[src/rtl/prio_arbiter_rr.sv]
// Registered N-way request arbiter: fixed-priority or round-robin selection,
// grant held while the winner keeps requesting, optional hold limit for fairness.
module prio_arbiter_rr #(
    parameter int N        = 4,
    parameter int IDX_W    = 2,
    parameter int MAX_HOLD = 0
) (
    input  logic             clk,
    input  logic             rst,
    input  logic [N-1:0]     req,
    input  logic             rr_en,
    output logic [N-1:0]     gnt,
    output logic [IDX_W-1:0] gnt_idx,
    output logic             gnt_valid
);

    localparam logic [1:0] S_IDLE  = 2'd0;
    localparam logic [1:0] S_GRANT = 2'd1;

    localparam int CNT_MAX = (MAX_HOLD > 0) ? MAX_HOLD : 1;
    localparam int CNT_W   = $clog2(CNT_MAX + 1);

    logic [1:0]       state_q, state_d;
    logic [N-1:0]     gnt_q, gnt_d;
    logic [IDX_W-1:0] idx_q, idx_d;
    logic [IDX_W-1:0] ptr_q, ptr_d;
    logic [CNT_W-1:0] cnt_q, cnt_d;

    logic [N-1:0]     cand;
    logic [IDX_W-1:0] fp_idx;
    logic [IDX_W-1:0] rr_idx;
    logic [IDX_W-1:0] win_idx;
    logic             held;
    logic             pending;
    logic             hold_up;
    logic             take;
    int               rr_best;
    int               rr_dist;

    // The current winner is masked out, so one vector serves both a fresh
    // pick after a drop and the forced hand-over when the hold limit hits.
    assign cand    = req & ~gnt_q;
    assign held    = |(req & gnt_q);
    assign pending = |cand;
    assign hold_up = (MAX_HOLD != 0) && (cnt_q == CNT_W'(CNT_MAX));

    always_comb begin : fixed_pick
        fp_idx = '0;
        for (int i = 0; i < N; i++) begin
            if (cand[i]) begin
                fp_idx = IDX_W'(i);
            end
        end
    end

    // Round-robin: the candidate with the smallest forward distance from ptr.
    always_comb begin : rr_pick
        rr_idx  = '0;
        rr_best = N;
        rr_dist = 0;
        for (int i = 0; i < N; i++) begin
            rr_dist = i - int'(ptr_q);
            if (rr_dist < 0) begin
                rr_dist = rr_dist + N;
            end
            if (cand[i] && (rr_dist < rr_best)) begin
                rr_best = rr_dist;
                rr_idx  = IDX_W'(i);
            end
        end
    end

    assign win_idx = rr_en ? rr_idx : fp_idx;

    always_comb begin : next_state
        state_d = state_q;
        gnt_d   = gnt_q;
        idx_d   = idx_q;
        ptr_d   = ptr_q;
        cnt_d   = cnt_q;
        take    = 1'b0;
        case (state_q)
            S_IDLE: begin
                if (pending) begin
                    take = 1'b1;
                end
            end
            S_GRANT: begin
                if (held) begin
                    if (hold_up && pending) begin
                        take = 1'b1;
                    end else if (cnt_q != CNT_W'(CNT_MAX)) begin
                        cnt_d = cnt_q + 1'b1;
                    end
                end else if (pending) begin
                    take = 1'b1;
                end else begin
                    state_d = S_IDLE;
                    gnt_d   = '0;
                end
            end
            default: begin
                state_d = S_IDLE;
                gnt_d   = '0;
            end
        endcase

        if (take) begin
            state_d        = S_GRANT;
            gnt_d          = '0;
            gnt_d[win_idx] = 1'b1;
            idx_d          = win_idx;
            cnt_d          = CNT_W'(1);
            if (win_idx == IDX_W'(N - 1)) begin
                ptr_d = '0;
            end else begin
                ptr_d = win_idx + 1'b1;
            end
        end
    end

    always_ff @(posedge clk or posedge rst) begin
        if (rst) begin
            state_q <= S_IDLE;
            gnt_q   <= '0;
            idx_q   <= '0;
            ptr_q   <= '0;
            cnt_q   <= '0;
        end else begin
            state_q <= state_d;
            gnt_q   <= gnt_d;
            idx_q   <= idx_d;
            ptr_q   <= ptr_d;
            cnt_q   <= cnt_d;
        end
    end

    assign gnt       = gnt_q;
    assign gnt_idx   = idx_q;
    assign gnt_valid = (state_q == S_GRANT);

endmodule

[config.mk]
export PLATFORM = sky130hd
export DESIGN_NAME = prio_arbiter_rr
export DESIGN_NICKNAME = d
export VERILOG_FILES = /design/src/rtl/prio_arbiter_rr.sv
export SDC_FILE = /design/constraint.sdc
export NUM_CORES = 1
export LEC_CHECK = 0
export ABC_AREA = 1
export BUFFER_PORTS_ARGS = -buffer_cell sky130_fd_sc_hd__buf_2
export CAP_MARGIN = 20
export CORE_UTILIZATION = 46
export DETAILED_ROUTE_END_ITERATION = 12
export GPL_TIMING_DRIVEN = 0
export PLACE_DENSITY = 0.79
export SETUP_SLACK_MARGIN = 0.5
export SYNTH_ARGS = -nofsm -noshare
export SYNTH_HDL_FRONTEND = slang
export SYNTH_SLANG_ARGS = --single-unit
[constraint.sdc]
create_clock -name clk -period 2.6 [get_ports clk]
set_input_delay 0.13 -clock clk [delete_from_list [all_inputs] [get_ports clk]]
set_output_delay 0.13 -clock clk [all_outputs]
set_load 0.02 [all_outputs]
==> summary.json <==
{
  "status": {
    "run_status": "finished, violations left",
    "failed_checks": "setup timing"
  },
  "synthesis": {
    "synth_compound_area_frac": 0.1412,
    "dominant_combinational_cell_family_by_area_after_synthesis": "simple AND/OR/NAND/NOR gates",
    "avgSynthCellArea_um2": 7.143,
    "synth-warning-count": 0,
    "synthXorXnorAreaFrac": 0.01190,
    "synth.area.mux_share": 0,
    "postSynthRegisterBits": 9,
    "synth.net_count": 116,
    "synth_cell_type_count": 19,
    "post_synth_fa_ha_maj_area_fraction": 0.1020,
    "post_synth_inst_count": 103,
    "yosysSeqAreaShare": 0.3061,
    "synth-edff-count": 0,
    "async_reset_ff_frac": 1.000,
    "synth_flop_cell": "dfrtp_1",
    "synthesis.area_um2": 735.7,
    "synth_simple_gate_area_frac": 0.3112
  },
  "detailed_routing": {
    "detailroute.via_count": 768,
    "detail_route.drc_violations": 0,
    "drt-initial-drc-count": 10,
    "routed_wire_length_per_instance_um": 12.69,
    "drtAntennaViolNets": 0,
    "drtPass1Iterations": 4,
    "avgViaCountPerCell": 5.086,
    "postRouteWirelength_mm": 1.916
  },
  "pwr": {
    "power.static_leakage_nw": 0.5683,
    "total_power_mw": 1.429,
    "power_per_cell_area_mw_per_mm2": 1334,
    "peak_supply_drop_mv": 0.5985
  },
  "timing": {
    "hold_viol_final": 0,
    "postLayoutSetupSlackWorst_ps": -217.8,
    "finalWorstPathRequiredPeriod_ps": 2818,
    "post-route-period-util": 1.084,
    "finClkSkew_ps": 5.524,
    "whs_ps": 241.6,
    "timing_max_transition_violations_final": 0,
    "slew_headroom": 0.5793,
    "setup_repair_after_global_routing_missed_its_margin": "true",
    "setup_violations": 6,
    "worstMarginPinSlew_ps": 624.4,
    "fmax_mhz": 354.9
  },
  "run": {
    "max-cap-violations": 0
  },
  "clock_tree": {
    "clock_tree_from_tritoncts": "yes",
    "cts-buffers-inserted": 3,
    "cts-htree-levels": 1,
    "clkLatencyLatePin_ps": 270,
    "numClockSinks": 9,
    "clock_tree.root_cell": "clkbuf_4",
    "max-clock-path-buffers": 2,
    "clk_transition_reported_paths_ps": 60
  },
  "floorplan": {
    "die_h_um": 41.99,
    "core_area_mm2": 0.001506,
    "floorplan.initialDensity": 0.4884,
    "i_o_pins": 14,
    "design.die.area_mm2": 0.001763,
    "rows": 14,
    "chipWidth_um": 41.99
  },
  "grt": {
    "grt_antenna_before_repair": 0,
    "first_global_vias": 724,
    "grt_overflow_total": 0,
    "grt.met1_usage": 0.2556,
    "grt_start_max_net_pins": 10,
    "use_met2": 0.4313,
    "globalRoute.busiestLayer": "met2",
    "grt_pass1_wl_mm": 3.056,
    "groute.usage.overall": 0.2288,
    "grt_use_met3": 0.01293
  },
  "finish": {
    "syn_to_final_growth_pct": 45.58,
    "final_layout_size_suffix_gt1_frac": 0.5333,
    "final_cell_count_no_fill": 151,
    "design_area_mm2": 0.001071,
    "layout.nets": 149,
    "antenna-diode-count": 0
  },
  "placement": {
    "place.detailed.hpwl_mm": 1.260,
    "io_buffer_count": 13,
    "gp_congestion": 0.8486,
    "post_place_cells": 132,
    "dpl-instance-area_um2": 854.6,
    "setup_slack_placement_ps": -234.6
  },
  "critical_path": {
    "timing_worst_setup_path_type": "flop to flop",
    "worstPathRequired_ps": 2760,
    "cp_data_arrival_time_ps": 2980,
    "worstPathMaxFanout": 6,
    "worstSetupEndpointType": "flop",
    "timing.critical_path.from_type": "flop"
  },
  "min_path": {
    "timing.hold.worst.class": "input pin to flop"
  }
}
worst max-delay path, cell delays in order (launching register included):
cell     delay, ps
dfrtp_2        370
inv_2           60
nand2_4        100
inv_2           50
a21oi_2        180
inv_2           80
o21ai_2         70
o21ai_2         90
ha_1           300
nand3_2         80
nand3_4         80
nand2_2         90
o21ai_2         60
ha_1           280
nand2_1         60
inv_1           40
nand2_2         90
nand3_2         80
nand2_2        110
nand2_4         80
inv_4           80
ha_4           130
nor2_2          30
nand3_1         70
nand2_1         50
per-layer routing:
layer	vias up	wire (µm)
li1	384	-
met4	0	34
met2	6	1129
met3	4	8
met5	-	0
met1	374	744
final timing paths:
| kind | start | end | slack (ps) | cells after the start |
|---|---|---|---|---|
| max | gnt[0] | ptr_q[0] | -220 | 24 |
| min | rr_en | ptr_q[0] | 240 | 4 |
| max reg2reg | gnt[0] | ptr_q[0] | -220 | 24 |
| min reg2reg | gnt_idx[1] | gnt_idx[1] | 480 | 2 |
| max in group asynchronous | rst | gnt[0] | 1960 | 3 |
| min in group asynchronous | rst | gnt_idx[1] | 370 | 3 |
Yosys cell counts (2+ instances only):
master   number  area share
nor2_2        3       0.026
nand2_4       2       0.031
a21oi_1       4       0.027
o22ai_1       2       0.017
nand3_1       5       0.034
o21ai_0      11       0.075
nand2_1      26        0.13
nand3_2       2       0.027
ha_1          6        0.10
nor2_1        2       0.010
nand2_2       3       0.026
dfrtp_1       9        0.31
inv_1        21        0.11
inv_2         2       0.010
state kept, by name, indices dropped and copies added (netlist names):
signal   count
state_q      1
gnt          4
ptr_q        2
gnt_idx      2
placed cells by master, fill, tap and decap left out, drive strengths merged:
cell,netlist,final
o21ai,11,11
xor2,1,1
a21oi,5,5
nor2,5,5
nand2,31,31
buf,1,28
dfrtp,9,9
ha,6,6
nand3,7,7
inv,23,23
o22ai,2,2
or2,1,1
clkbuf,0,4
nand4,1,1
dlygate4sd3,0,1
metrics by stage:
step / util / setup TNS (ps)
global placement: 0.5673 / -313.8
global route: 0.7110 / -2077
floorplan: - / 0
finish: 0.7110 / -1188
CTS: 0.6453 / -398.5
detailed placement: 0.5673 / -1241
area by class of cell:
type / instances / area, µm²
timing repair buffer: 28 / 180.2
buffer: 1 / 11.26
sequential: 9 / 227.7
inverter: 23 / 88.84
multi-input combinational: 70 / 516.7
fill: 125 / 435.4
tap: 16 / 20.02
clock buffer: 4 / 26.28
cells by family after synthesis:
family          count (synthesis)
flops                           9
compound gates                 18
xor+xnor                        1
buf+inv                        24
fa+ha+maj                       6
simple gates                   45
where the power goes:
part | switching [mW] | total (mW) | internal [mW]
logic | 0.624 | 1.08 | 0.451
clock network | 0.0497 | 0.109 | 0.0592
registers | 0.0436 | 0.245 | 0.201
what timing repair did:
action	in CTS	in global routing
pin swaps	9	8
gates resized for setup	9	11
hold endpoints to repair	9	0
endpoints found under the setup margin	8	8
hold buffers	1	0
buffers inserted	7	7
Power figures use the tool's default switching activity.
